`src/rtl/mmp_iddmm_arb_if.sv`:
```
// Multiplier-side bus of the IDDMM job scheduler: operand/modulus RAM writes
// toward the Montgomery multiplier and its task start/result/end handshake.
interface mmp_iddmm_arb_if #(
   parameter int K      = 128,
   parameter int N      = 32,
   parameter int ADDR_W = $clog2(N)
);
   logic [2:0]        mm_wr_ena;     // {m,y,x} write enables
   logic [ADDR_W-1:0] mm_wr_addr;
   logic [K-1:0]      mm_wr_x;
   logic [K-1:0]      mm_wr_y;
   logic [K-1:0]      mm_wr_m;
   logic [K-1:0]      mm_wr_m1;
   logic              mm_task_req;   // start pulse
   logic              mm_task_grant; // result word valid
   logic [K-1:0]      mm_task_res;
   logic              mm_task_end;   // multiplier done

   // Scheduler side
   modport master (
      output mm_wr_ena, mm_wr_addr, mm_wr_x, mm_wr_y, mm_wr_m, mm_wr_m1, mm_task_req,
      input  mm_task_grant, mm_task_res, mm_task_end
   );

   // Multiplier side
   modport slave (
      input  mm_wr_ena, mm_wr_addr, mm_wr_x, mm_wr_y, mm_wr_m, mm_wr_m1, mm_task_req,
      output mm_task_grant, mm_task_res, mm_task_end
   );
endinterface

```
`src/rtl/mmp_iddmm_arb.sv`:
```
// Round-robin scheduler sharing one Montgomery multiplier between two clients.
// Owns the modulus config path, streams the granted client's x/y operands into
// the multiplier RAMs, kicks the task and routes result words back to the owner.
module mmp_iddmm_arb #(
   parameter int K      = 128,
   parameter int N      = 32,
   parameter int ADDR_W = $clog2(N)
) (
   input  logic              clk,
   input  logic              rst_n,
   // modulus configuration
   input  logic              cfg_wr_i,
   input  logic [ADDR_W-1:0] cfg_addr_i,
   input  logic [K-1:0]      cfg_m_i,
   input  logic [K-1:0]      cfg_m1_i,
   output logic              cfg_rdy_o,
   // clients
   input  logic              c0_req_i,
   input  logic              c1_req_i,
   output logic              c0_gnt_o,
   output logic              c1_gnt_o,
   output logic              c0_rd_en_o,
   output logic              c1_rd_en_o,
   output logic [ADDR_W-1:0] rd_addr_o,
   input  logic [K-1:0]      c0_rd_x_i,
   input  logic [K-1:0]      c0_rd_y_i,
   input  logic [K-1:0]      c1_rd_x_i,
   input  logic [K-1:0]      c1_rd_y_i,
   output logic [K-1:0]      res_data_o,
   output logic [ADDR_W-1:0] res_addr_o,
   output logic              c0_res_val_o,
   output logic              c1_res_val_o,
   output logic              c0_done_o,
   output logic              c1_done_o,
   output logic              c0_err_o,
   output logic              c1_err_o,
   // multiplier
   mmp_iddmm_arb_if.master   mm
);

   // Counters are one bit wider than an address so the value N fits.
   localparam int            CW  = ADDR_W + 1;
   localparam logic [CW-1:0] N_C = CW'(N);

   typedef enum logic [1:0] {S_IDLE, S_LOAD, S_KICK, S_RUN} state_t;

   state_t            state_q;
   logic              cfg_rdy_q;
   logic [K-1:0]      m1_q;
   logic              last_q;      // last granted client
   logic              owner_q;     // client owning the current job
   logic [1:0]        gnt_q;
   logic [1:0]        rd_en_q;
   logic [ADDR_W-1:0] rd_addr_q;
   logic [CW-1:0]     load_cnt_q;
   logic              wr_load_q;   // operand write cycle (rd_en delayed by one)
   logic [ADDR_W-1:0] wr_addr_q;
   logic              task_req_q;
   logic [K-1:0]      res_data_q;
   logic [ADDR_W-1:0] res_addr_q;
   logic [1:0]        res_val_q;
   logic [1:0]        done_q;
   logic [1:0]        err_q;
   logic [CW-1:0]     res_cnt_q;

   logic              cfg_acc;
   logic              gnt_vld_d;
   logic              owner_d;
   logic [CW-1:0]     res_cnt_d;
   logic [1:0]        own_vec;

   assign cfg_acc = cfg_wr_i & cfg_rdy_q;
   assign own_vec = owner_q ? 2'b10 : 2'b01;

   // Arbitration: config write wins the cycle, else round-robin on ties.
   always_comb begin
      // NOTE: defaults first so every path assigns and no latch is inferred.
      gnt_vld_d = 1'b0;
      owner_d   = 1'b0;
      if (state_q == S_IDLE && !cfg_acc) begin
         if (c0_req_i && c1_req_i) begin
            gnt_vld_d = 1'b1;
            owner_d   = ~last_q;
         end else if (c0_req_i || c1_req_i) begin
            gnt_vld_d = 1'b1;
            owner_d   = c1_req_i;
         end
      end
   end

   // Result count including a grant arriving this cycle, saturating at N.
   always_comb begin
      res_cnt_d = res_cnt_q;
      if (mm.mm_task_grant && res_cnt_q != N_C) res_cnt_d = res_cnt_q + CW'(1);
   end

   // Main FSM with registered client and multiplier-control outputs.
   always_ff @(posedge clk or negedge rst_n) begin
      if (!rst_n) begin
         state_q    <= S_IDLE;
         cfg_rdy_q  <= 1'b0;
         m1_q       <= '0;
         last_q     <= 1'b1;
         owner_q    <= 1'b0;
         gnt_q      <= '0;
         rd_en_q    <= '0;
         rd_addr_q  <= '0;
         load_cnt_q <= '0;
         wr_load_q  <= 1'b0;
         wr_addr_q  <= '0;
         task_req_q <= 1'b0;
         res_data_q <= '0;
         res_addr_q <= '0;
         res_val_q  <= '0;
         done_q     <= '0;
         err_q      <= '0;
         res_cnt_q  <= '0;
      end else begin
         // NOTE: non-blocking throughout so every register samples pre-edge values.
         gnt_q      <= '0;
         task_req_q <= 1'b0;
         res_val_q  <= '0;
         done_q     <= '0;
         err_q      <= '0;
         unique case (state_q)
            S_IDLE: begin
               cfg_rdy_q <= 1'b1;
               if (cfg_acc) m1_q <= cfg_m1_i;
               if (gnt_vld_d) begin
                  state_q    <= S_LOAD;
                  cfg_rdy_q  <= 1'b0;
                  owner_q    <= owner_d;
                  last_q     <= owner_d;
                  gnt_q      <= owner_d ? 2'b10 : 2'b01;
                  rd_en_q    <= owner_d ? 2'b10 : 2'b01;
                  rd_addr_q  <= '0;
                  load_cnt_q <= '0;
               end
            end
            S_LOAD: begin
               wr_load_q  <= |rd_en_q;
               wr_addr_q  <= rd_addr_q;
               load_cnt_q <= load_cnt_q + CW'(1);
               if (load_cnt_q == N_C - CW'(1)) begin
                  rd_en_q   <= '0;
                  rd_addr_q <= '0;
               end else if (load_cnt_q < N_C - CW'(1)) begin
                  rd_addr_q <= rd_addr_q + ADDR_W'(1);
               end
               if (load_cnt_q == N_C) begin
                  state_q    <= S_KICK;
                  task_req_q <= 1'b1;
               end
            end
            S_KICK: state_q <= S_RUN;
            S_RUN: begin
               if (mm.mm_task_grant) begin
                  res_data_q <= mm.mm_task_res;
                  res_addr_q <= res_cnt_q[ADDR_W-1:0];
                  res_val_q  <= own_vec;
                  res_cnt_q  <= res_cnt_d;
               end
               if (mm.mm_task_end) begin
                  done_q    <= own_vec;
                  err_q     <= (res_cnt_d != N_C) ? own_vec : 2'b00;
                  res_cnt_q <= '0;
                  state_q   <= S_IDLE;
                  cfg_rdy_q <= 1'b1;
               end
            end
            default: state_q <= S_IDLE;
         endcase
      end
   end

   assign cfg_rdy_o    = cfg_rdy_q;
   assign c0_gnt_o     = gnt_q[0];
   assign c1_gnt_o     = gnt_q[1];
   assign c0_rd_en_o   = rd_en_q[0];
   assign c1_rd_en_o   = rd_en_q[1];
   assign rd_addr_o    = rd_addr_q;
   assign res_data_o   = res_data_q;
   assign res_addr_o   = res_addr_q;
   assign c0_res_val_o = res_val_q[0];
   assign c1_res_val_o = res_val_q[1];
   assign c0_done_o    = done_q[0];
   assign c1_done_o    = done_q[1];
   assign c0_err_o     = err_q[0];
   assign c1_err_o     = err_q[1];

   // Config writes pass straight through in IDLE; operand writes follow rd_en by one cycle.
   assign mm.mm_wr_ena   = wr_load_q ? 3'b011 : (cfg_acc ? 3'b100 : 3'b000);
   assign mm.mm_wr_addr  = wr_load_q ? wr_addr_q : (cfg_acc ? cfg_addr_i : '0);
   assign mm.mm_wr_x     = wr_load_q ? (owner_q ? c1_rd_x_i : c0_rd_x_i) : '0;
   assign mm.mm_wr_y     = wr_load_q ? (owner_q ? c1_rd_y_i : c0_rd_y_i) : '0;
   assign mm.mm_wr_m     = cfg_acc ? cfg_m_i : '0;
   // The multiplier latches wr_m1 on any write, so it is held at every write type.
   assign mm.mm_wr_m1    = m1_q;
   assign mm.mm_task_req = task_req_q;

endmodule

```
`src/flat_wrapper.sv`:
```
// flat-port wrapper written by rule: the top's interface ports become plain ports
module mmp_iddmm_arb_flat 
#(
   parameter int K      = 128,
   parameter int N      = 32,
   parameter int ADDR_W = $clog2(N)
)
  (clk, rst_n, cfg_wr_i, cfg_addr_i, cfg_m_i, cfg_m1_i, cfg_rdy_o, c0_req_i, c1_req_i, c0_gnt_o, c1_gnt_o, c0_rd_en_o, c1_rd_en_o, rd_addr_o, c0_rd_x_i, c0_rd_y_i, c1_rd_x_i, c1_rd_y_i, res_data_o, res_addr_o, c0_res_val_o, c1_res_val_o, c0_done_o, c1_done_o, c0_err_o, c1_err_o, mm_mm_wr_ena, mm_mm_wr_addr, mm_mm_wr_x, mm_mm_wr_y, mm_mm_wr_m, mm_mm_wr_m1, mm_mm_task_req, mm_mm_task_grant, mm_mm_task_res, mm_mm_task_end);
  mmp_iddmm_arb_if #(.K(K), .N(N), .ADDR_W(ADDR_W)) mm_i ();
  input  logic clk;
  input  logic rst_n;
  input  logic cfg_wr_i;
  input  logic [ADDR_W-1:0] cfg_addr_i;
  input  logic [K-1:0] cfg_m_i;
  input  logic [K-1:0] cfg_m1_i;
  output logic cfg_rdy_o;
  input  logic c0_req_i;
  input  logic c1_req_i;
  output logic c0_gnt_o;
  output logic c1_gnt_o;
  output logic c0_rd_en_o;
  output logic c1_rd_en_o;
  output logic [ADDR_W-1:0] rd_addr_o;
  input  logic [K-1:0] c0_rd_x_i;
  input  logic [K-1:0] c0_rd_y_i;
  input  logic [K-1:0] c1_rd_x_i;
  input  logic [K-1:0] c1_rd_y_i;
  output logic [K-1:0] res_data_o;
  output logic [ADDR_W-1:0] res_addr_o;
  output logic c0_res_val_o;
  output logic c1_res_val_o;
  output logic c0_done_o;
  output logic c1_done_o;
  output logic c0_err_o;
  output logic c1_err_o;
  output wire logic [$bits(mm_i.mm_wr_ena)-1:0] mm_mm_wr_ena;
  output wire logic [$bits(mm_i.mm_wr_addr)-1:0] mm_mm_wr_addr;
  output wire logic [$bits(mm_i.mm_wr_x)-1:0] mm_mm_wr_x;
  output wire logic [$bits(mm_i.mm_wr_y)-1:0] mm_mm_wr_y;
  output wire logic [$bits(mm_i.mm_wr_m)-1:0] mm_mm_wr_m;
  output wire logic [$bits(mm_i.mm_wr_m1)-1:0] mm_mm_wr_m1;
  output wire logic [$bits(mm_i.mm_task_req)-1:0] mm_mm_task_req;
  input wire logic [$bits(mm_i.mm_task_grant)-1:0] mm_mm_task_grant;
  input wire logic [$bits(mm_i.mm_task_res)-1:0] mm_mm_task_res;
  input wire logic [$bits(mm_i.mm_task_end)-1:0] mm_mm_task_end;
  assign mm_mm_wr_ena = mm_i.mm_wr_ena;
  assign mm_mm_wr_addr = mm_i.mm_wr_addr;
  assign mm_mm_wr_x = mm_i.mm_wr_x;
  assign mm_mm_wr_y = mm_i.mm_wr_y;
  assign mm_mm_wr_m = mm_i.mm_wr_m;
  assign mm_mm_wr_m1 = mm_i.mm_wr_m1;
  assign mm_mm_task_req = mm_i.mm_task_req;
  assign mm_i.mm_task_grant = mm_mm_task_grant;
  assign mm_i.mm_task_res = mm_mm_task_res;
  assign mm_i.mm_task_end = mm_mm_task_end;
  mmp_iddmm_arb #(.K(K), .N(N), .ADDR_W(ADDR_W)) u_core (.clk(clk), .rst_n(rst_n), .cfg_wr_i(cfg_wr_i), .cfg_addr_i(cfg_addr_i), .cfg_m_i(cfg_m_i), .cfg_m1_i(cfg_m1_i), .cfg_rdy_o(cfg_rdy_o), .c0_req_i(c0_req_i), .c1_req_i(c1_req_i), .c0_gnt_o(c0_gnt_o), .c1_gnt_o(c1_gnt_o), .c0_rd_en_o(c0_rd_en_o), .c1_rd_en_o(c1_rd_en_o), .rd_addr_o(rd_addr_o), .c0_rd_x_i(c0_rd_x_i), .c0_rd_y_i(c0_rd_y_i), .c1_rd_x_i(c1_rd_x_i), .c1_rd_y_i(c1_rd_y_i), .res_data_o(res_data_o), .res_addr_o(res_addr_o), .c0_res_val_o(c0_res_val_o), .c1_res_val_o(c1_res_val_o), .c0_done_o(c0_done_o), .c1_done_o(c1_done_o), .c0_err_o(c0_err_o), .c1_err_o(c1_err_o), .mm(mm_i));
endmodule
```
`config.mk`:
```
export PLATFORM = sky130hd
export DESIGN_NAME = mmp_iddmm_arb_flat
export DESIGN_NICKNAME = d
export VERILOG_FILES = /design/src/rtl/mmp_iddmm_arb_if.sv /design/src/rtl/mmp_iddmm_arb.sv /design/src/flat_wrapper.sv
export SDC_FILE = /design/constraint.sdc
export NUM_CORES = 1
export LEC_CHECK = 0
export ABC_AREA = 1
export BUFFER_PORTS_ARGS = -buffer_cell sky130_fd_sc_hd__buf_2
export CAP_MARGIN = 40
export CORE_AREA = 2 2 614 616
export DETAILED_ROUTE_END_ITERATION = 6
export DIE_AREA = 0 0 616 618
export GPL_ROUTABILITY_DRIVEN = 0
export SETUP_SLACK_MARGIN = 0.02
export SYNTH_ARGS = -nofsm -noshare
export SYNTH_HDL_FRONTEND = slang
export SYNTH_SLANG_ARGS = --single-unit
```
`constraint.sdc`:
```
create_clock -name clk -period 1.8 [get_ports clk]
set_input_delay 0.09 -clock clk [delete_from_list [all_inputs] [get_ports clk]]
set_output_delay 0.09 -clock clk [all_outputs]
set_load 0.01 [all_outputs]
```
# [Word-level counts from Yosys, hierarchy flattened]
# Index checks and enable logic that the tools add are counted.
# W data, S select, Z words.
[classes] add_sub_neg=3 n_lt_le_gt_ge=1 eq_ne=12 muxes=47 bitwise_logic=2 n_reduce_logical=19
[ops] cell="$mux W128" count=5
[ops] cell="$mux W2" count=16
[ops] cell="$mux W5" count=5
[ops] cell="$mux W6" count=4
[ops] cell="$add A6 B1 Y6 const B" count=2
[ops] cell="$ne A6 B6 Y1 const B" count=2
[ops] cell="$pmux W6 S2" count=1
[ops] cell="$reduce_and A2 Y1" count=6
[ops] cell="$mux W1" count=10
[ops] cell="$pmux W5 S2" count=1
[ops] cell="$reduce_and A3 Y1" count=3
[ops] cell="$pmux W2 S4" count=1
[ops] cell="$eq A6 B5 Y1 const B" count=1
[ops] cell="$eq A6 B6 Y1 const B" count=1
[ops] cell="$lt A6 B5 Y1 const B" count=1
[ops] cell="$mux W3" count=2
[ops] cell="$ne A2 B1 Y1 const B" count=3
[ops] cell="$reduce_bool A2 Y1" count=3
[ops] cell="$add A5 B1 Y5 const B" count=1
[ops] cell="$eq A2 B2 Y1 const B" count=2
[ops] cell="$pmux W2 S2" count=1
[ops] cell="$logic_and A1 B1 Y1" count=3
[ops] cell="$ne A3 B1 Y1 const B" count=1
[ops] cell="$eq A2 B1 Y1 const B" count=1
[ops] cell="8 further kinds" count=8
[word_totals] ff_bits=300 input_bits=908 output_inout_bits=670 word_cells=102

# [Depth between registers and ports, before layout]
# Gate-level depths: netlist (run 1).
[depth] depth_word=7 mapped_depth=11 mapped_depth_nobuf=11

# [Worst setup path after synthesis (run 1)]
# Ideal clock, no wire load.
[synth_path] path_type="register -> register" start="register u_core.state_q[0]" end="register u_core.m1_q[100] (netlist: u_core.mm.mm_wr_m1[100])" setup_ps=125 arrival_time_ps=1540 required_time_ps=1675 setup_slack_ps=135 path_stages_with_launch=8 path_buffers=2 synth_period_minus_slack_ps=1665 path_cell_list="dfrtp_1 inv_1 ha_1 inv_2 nor2_4 buf_12 buf_12 mux2_2"
[synth_between] elab_chain_len=2
[synth_rtl] element="start, declared" line="mmp_iddmm_arb.sv:47" text="state_t state_q;"
[synth_rtl] element="start signal, assigned" line="mmp_iddmm_arb.sv:100" text="state_q <= S_IDLE;"
[synth_rtl] element="start signal, assigned" line="mmp_iddmm_arb.sv:130" text="state_q <= S_LOAD;"
[synth_rtl] element="start signal, assigned" line="mmp_iddmm_arb.sv:151" text="state_q <= S_KICK;"
[synth_rtl] element="$logic_not A2 Y1" line="mmp_iddmm_arb.sv:125" text="unique case (state_q)"
[synth_rtl] element="$reduce_and A2 Y1 (no source line)"
[synth_rtl] element="end signal, assigned" line="mmp_iddmm_arb.sv:128" text="if (cfg_acc) m1_q <= cfg_m1_i;"
[synth_rtl] element="end, declared" line="mmp_iddmm_arb.sv:49" text="logic [K-1:0] m1_q;"
# No other way between the ends.
# A chain may end at the register's enable or synchronous reset.

# [Worst setup path after layout (run 1)]
[layout_path] start="register u_core.wr_load_q" end="output port mm_mm_wr_x[29]"
[layout_between] elab_chain_len=1
[layout_rtl] element="start, declared" line="mmp_iddmm_arb.sv:56" text="logic wr_load_q;"
[layout_rtl] element="start signal, assigned" line="mmp_iddmm_arb.sv:141" text="wr_load_q <= |rd_en_q;"
[layout_rtl] element="$mux W128" line="mmp_iddmm_arb.sv:194" text="assign mm.mm_wr_x = wr_load_q ? (owner_q ? c1_rd_x_i : c0_rd_x_i) : '0;"
[layout_rtl] element="end, declared" line="flat_wrapper.sv:38" text="output wire logic [$bits(mm_i.mm_wr_x)-1:0] mm_mm_wr_x;"
# No other way between the ends.

==> metrics.txt, run 1 <==
status=finished with violations; violated checks=DRC, setup timing; Std-Cell Rows=between 200 and 250; critical path data required time=about 1.7 ns; average wire per standard cell=around 37 µm; WP data arrival=2.43 ns; crit path buf inv count=5; clock sink total=300; max incr delay on CP=between 0.4 and 0.5 ns; Seq/Total Area, Yosys=approximately 45%; vias in the first global route=about 25,000; die area=~380,000 µm²; worst-path maximum fanout=15; PD cells=1860 nW/µm²; Cells after Synth=2,186; synth top area cells=dfrtp_1 45%, nor2_1 15%, nand2_1 9.9%; pin count of the biggest net entering global routing=between 50 and 60; root buffer cell=clkbuf_16; Synth cell types=33; Mapped Area=16,690 µm²; Die H=between 600 and 700 µm; first-pass GRT wire length=slightly below 400 mm; dpl ws=-0.5694 ns; Worst Tran Pin Value=around 0.45 ns; Area Overhead vs Synth=172.0%; CP Capture Type=output port; Reg2Reg Setup Slack=-0.18 ns; post-route antenna net violation count=0; die width=616 µm; most used cell, CP=buf_12; 1st-iter DRT viols=between 2,000 and 2,500; startpoint types=flip-flop; total gr overflow=0; first drt pass iteration count=7; Final Instance Count excl. Fillers=~9,400; Final setup viols=456; fraction of registers with async set/reset=between 90% and 100%; Max clock buf depth=3; Slew HR=a little over two thirds; via density per instance=between 2 and 3; count of final hold-check violations=0; fin crit share=140.2%; syn avg cell area=about 7.6 µm²; Max-Cap Viols=0; DP HPWL=303.0 mm; CTS H-tree depth=2; effective utilization at floorplan=under 10%; IO buf count=1,577; layout cells sized above 1=59.95%; dpl cells=between 8,000 and 9,000; Core Util, Final=12.13%; Final Max Tran Viols=0; DRC viols=24; Post-synth EDFFs=0; CTS tree=done; TritonCTS Buffers=42; I/O Pins=1,578; Yosys warnings=0; core area=374,100 µm²; Worst path top cell family by delay=buffers and inverters; clk_skew=~0.056 ns; Net Count, Synth=around 3,100; leakage power=~0.02 µW; worst min path class=in -> reg; top_reg_cell synth=dfrtp_1; Seq cells post-synth=300; top cells by count, synth=662 x nor2_1, 442 x nand2_1, 299 x dfrtp_1; worst skew pair latency=~0.70 ns; routed via count=about 27,000; overall routed net length=348.1 mm; fin crit period=2.523 ns; fin nets=approximately 5,200; slowest CP cell=dfrtp_4; PnR worst setup slack=-0.7231 ns; most frequent cell after synthesis=nor2_1; Worst-path clk slew=around 0.08 ns; CP Cell Sequence=buf_12, buf_4, buf_8, buf_12, o21ai_1, nor2_2, buf_12; Worst VDD drop=approximately 0.00085 V; largest area contributor in the netlist=dfrtp_1; GRT Total Usage=about 17%; CP Class=reg -> out; RSZ-0062 raised after global routing=yes; fmax=396.3 MHz; Yosys top cell area share=between 40 and 50%; initial antenna violation count=roughly 260
## worst paths after layout
path / start / end / depth (start not counted)
setup / recovery: u_core.wr_load_q / mm_mm_wr_x[29] / 7
setup reg to reg: u_core.owner_q / u_core.owner_q / 8
min in group asynchronous: rst_n / u_core.mm.mm_wr_m1[98] / 3
max in group asynchronous: rst_n / u_core.last_q / 3
hold reg to reg: u_core.res_data_o[0] / u_core.res_data_o[0] / 2
hold / removal: mm_mm_task_res[126] / u_core.res_data_o[126] / 4
## final cells by class
class	count	area (µm²)
fillers	42712	328800
clock inverters	23	282.8
clock buffers	53	1182
inverters	162	639.4
repair inverters	1	16.27
well taps	4994	6248
repair buffers	2150	18740
flip-flops and latches	300	7517
diodes	146	365.4
multi-input cells	1578	10400
## cells in the final DEF (no fill, tap or decap), types with 20 or more instances in the layout
cell type      instances
buf_2               1332
nand2_1              441
nor2_1               354
dfrtp_1              296
buf_12               275
dlygate4sd3_1        262
nor2_4               168
inv_1                158
diode_2              146
nor2_2               144
buf_4                114
mux2_2               101
o21ai_0               92
o21ai_4               90
clkbuf_16             78
buf_6                 74
o21ai_2               60
o21ai_1               49
buf_16                40
mux2_4                20
## worst reg2reg max path, cell delays in order, from the launching register on
cell and delay, ns:
dfrtp_4 0.42, buf_12 0.16, clkinv_16 0.13, buf_16 0.20, buf_12 0.13, buf_16 0.14
buf_4 0.15, o21ai_0 0.37, buf_4 0.21
## flip-flops by register name, summed over array words and instances, names as in the netlist, 2 cells and up
signal              flops
u_core.wr_addr_q        5
u_core.gnt_q            2
u_core.err_q            2
u_core.res_addr_o       5
u_core.rd_addr_o        5
u_core.res_cnt_q        6
u_core.state_q          2
u_core.res_data_o     128
u_core.mm.mm_wr_m1    128
u_core.load_cnt_q       6
u_core.rd_en_q          2
u_core.res_val_q        2
u_core.done_q           2
## power by group
group	internal, µW	switching, µW	total [µW]
sequential	9800	1870	11700
combinational	24600	39000	63600
clock	5060	4100	9160
total	39400	45000	84400
## routing by layer
| metal | wire [µm] | share of wire (%) | vias to the layer above | track usage [%] |
|---|---|---|---|---|
| li1 | - | - | 11125 | - |
| met1 | 105900 | 30 | 12857 | 15.40 |
| met2 | 181800 | 52 | 1941 | 31.84 |
| met3 | 41890 | 12 | 687 | 8.716 |
| met4 | 17870 | 5.1 | 82 | 7.251 |
| met5 | 635 | 0.18 | - | 0.2146 |
## per-stage QoR
| stage | total power [µW] | setup TNS (ns) | cell area, µm² | hold slack (ns) |
|---|---|---|---|---|
| after CTS | 80190 | -244.36 | 41870 | -0.05174 |
| after global routing | 88500 | -230.46 | 45290 | 0.1467 |
| final | 84440 | -200.76 | 45390 | 0.1558 |
| after floorplan | 24200 | 0 | 16690 | -0.2056 |
| after global placement | 60820 | -20.42 | 34110 | 0.1215 |
| after detailed placement | 60550 | -10.81 | 34170 | 0.1225 |
## timing repair
action / in CTS / in global routing
pin swaps: 110 / 182
hold endpoints to repair: 565 / 0
gates resized for setup: 644 / 551
hold buffers: 263 / 0
setup endpoints to repair: 505 / 558
cloned: 36 / 47
setup buffers: 61 / 60
## logic make-up (layout without fill, tap and decap cells)
family / Yosys count / in the layout / synth area share, %
simple gates: 1132 / 1133 / 25.80
other cells: 0 / 146 / 0
flops: 300 / 300 / 44.99
xor+xnor: 6 / 6 / 0.3149
mux: 128 / 128 / 9.086
compound gates: 302 / 302 / 9.229
buf+inv: 309 / 2389 / 9.903
fa+ha+maj: 9 / 9 / 0.6747
Note: power is estimated with default switching activity, not from simulation.
==> inputs of run 2 (changes only) <==
PLACE_DENSITY_LB_ADDON = 0.25   (was unset)
==> run 2 against run 1 <==
Effect of this change: the flow finishes with violations (setup timing); combinational power down 22%; sequential share of layout area up 0.88 points; total power down 15%; global-route usage down 3.0 points; flip-flop and latch count unchanged.
==> metrics.txt, run 2 (synthesis results as in run 1) <==
Final setup viols=403 (-12%); startpoint types=flip-flop; die area=380,700 µm² (unchanged); I/O Pins=1,578 (unchanged); design area=43,100 µm² (-5.0%); Worst Tran Pin Value=0.5185 ns (+0.06736 ns); clk_skew=0.03903 ns (-0.01712 ns); Combinational Power Share=69.3% (-6.0 points); via density per instance=2.690 (-5.2%); initial antenna violation count=301 (+16%); most frequent cells in the layout=1,415 x buf_2, 438 x nand2_1, 354 x nor2_1; vias in the first global route=24,549 (-2.9%); fin nets=5,167 (+0.29%); Setup crit end=mm_mm_wr_y[10]; RSZ-0062 raised after global routing=yes; fmax=405.5 MHz (+2.3%); CP Class=reg -> out; worst skew pair latency=0.65 ns (-0.05 ns); hold_ws=0.1234 ns (-0.03241 ns); post-route antenna net violation count=0 (unchanged); pin count of the biggest net entering global routing=72 (+24%); GRT Total Usage=14.10% (-3.0 points); R2R cell count=7 (-1); leakage power=0.01979 µW (-2.3%); Layout fillers=43,443 (+1.7%); Switching Fraction=50.06% (-3.2 points); overall routed net length=290.6 mm (-17%); Max clock buf depth=3 (unchanged); Std-Cell Rows=225 (unchanged); core area=374,100 µm² (unchanged); PD cells=1665 nW/µm² (-11%); effective utilization at floorplan=4.461% (unchanged); first-pass GRT wire length=333.3 mm (-15%); root buffer cell=clkbuf_16; Seq pwr share=16.2% (+2.4 points); Worst VDD drop=0.0007149 V (-16%); count of final hold-check violations=0 (unchanged); CTS tree=done; worst-path maximum fanout=14 (-1); Critical Path Start=u_core.owner_q; most common cell after layout, fill and taps aside=buf_2; RR Startpoint=u_core.owner_q; clock sink total=300 (unchanged); layout cells sized above 1=59.79% (-0.16 points); first drt pass iteration count=5 (-2); Tot Pwr=71,740 µW (-15%); WP data arrival=2.38 ns (-0.05 ns); Max-Cap Viols=0 (unchanged); TritonCTS Buffers=47 (+12%); total gr overflow=0 (unchanged); Int Pwr=35,820 µW (-9.2%); PnR worst setup slack=-0.6658 ns (+0.05726 ns); DRC viols=0 (-100%); critical path data required time=1.71 ns (about the same); Area Overhead vs Synth=158.2%; Reg2Reg Setup Slack=-0.07 ns (+0.11 ns); Die H=618 µm (unchanged); P_sw=35,920 µW (-20%); clock share of power=14.4% (+3.5 points); CP Capture Type=output port; Crit Reg-Reg Endpoint=u_core.owner_q; average wire per standard cell=31.04 µm (-16%); 1st-iter DRT viols=1,457 (-32%); routed via count=25,185 (-5.6%); placed inst area=32,330 µm² (-5.4%); violated checks=setup timing; DP HPWL=250.4 mm (-17%); worst min path class=in -> reg; Slew HR=65.07% (-5.1 points); fin crit period=2.466 ns (-0.05726 ns); die width=616 µm (unchanged); Final Max Tran Viols=0 (unchanged); Worst-path clk slew=0.06 ns (-0.02 ns); IO buf count=1,577 (unchanged); CTS H-tree depth=2 (unchanged); fin crit share=137.0% (-3.2 points); status=finished with violations
==> run 2: worst min-delay path by stage <==
| stage | start | cells past startpoint | slack (ns) | endpoint |
|---|---|---|---|---|
| 3_3_place_gp | rst_n | 1 | 0.02 | u_core.res_data_o[60] |
| 3_5_place_dp | rst_n | 1 | 0.02 | u_core.res_data_o[60] |
| 2_1_floorplan | rst_n | 0 | -0.21 | u_core.cfg_rdy_o |
| 5_1_grt | rst_n | 3 | 0.11 | u_core.mm.mm_wr_m1[70] |
| 4_1_cts | cfg_wr_i | 4 | -0.11 | u_core.last_q |
| 6_report | cfg_wr_i | 5 | 0.12 | u_core.last_q |
==> run 2: worst max-delay path: stages, from the launching register on <==
cell	delay, ns
dfrtp_4	0.52
buf_12	0.20
clkinv_8	0.12
buf_12	0.12
buf_16	0.14
nor2_1	0.05
buf_4	0.15
nor2_4	0.21
buf_4	0.18
==> run 2: what timing repair did <==
action / CTS / global route
resized for setup: 491 / 799
setup buffers: 25 / 48
setup endpoints to repair: 465 / 537
pin swaps: 53 / 141
endpoints found under the hold margin: 568 / 0
hold buffers: 263 / 0
cloned: 16 / 39
==> run 2: metal layers <==
metal	global-route usage, %	wire [µm]	share of wire [%]	vias up
met4	4.500	11720	4.0	72
li1	-	-	-	11093
met1	13.22	93330	32	11869
met5	0.4672	915	0.31	-
met3	6.257	28680	9.9	647
met2	26.98	156000	54	1504
==> run 2: through the flow <==
stage	setup slack, ns	utilization (%)	std cells	setup TNS [ns]
after floorplan	0.1350	-	2186	0
after global placement	-0.4255	8.640	8815	-11.28
after detailed placement	-0.3825	8.641	8816	-10.59
after CTS	-0.7357	10.36	9200	-231.80
after global routing	-0.7115	11.51	9345	-213.03
final	-0.6658	11.52	9362	-159.54
==> run 2: cell type report <==
type	count	area, µm²	share of cell area (%)
flip-flops and latches	300	7517	17.44
clock inverters	23	347.8	0.8071
inverters	162	639.4	1.483
clock buffers	63	1358	3.150
diodes	81	202.7	0.4703
well taps	4994	6248	14.50
multi-input cells	1577	10380	24.09
repair buffers	2160	16370	37.98
repair inverters	2	36.28	0.08419
==> run 2: power by group through the flow <==
stage          clock network, µW  registers, µW  logic (µW)
5_1_grt                    11000          12100       53000
3_5_place_dp                   0          11700       36700
6_report                   10400          11700       49700
3_3_place_gp                   0          11800       36900
2_1_floorplan                  0          12700       11500
4_1_cts                    10800          11700       42900
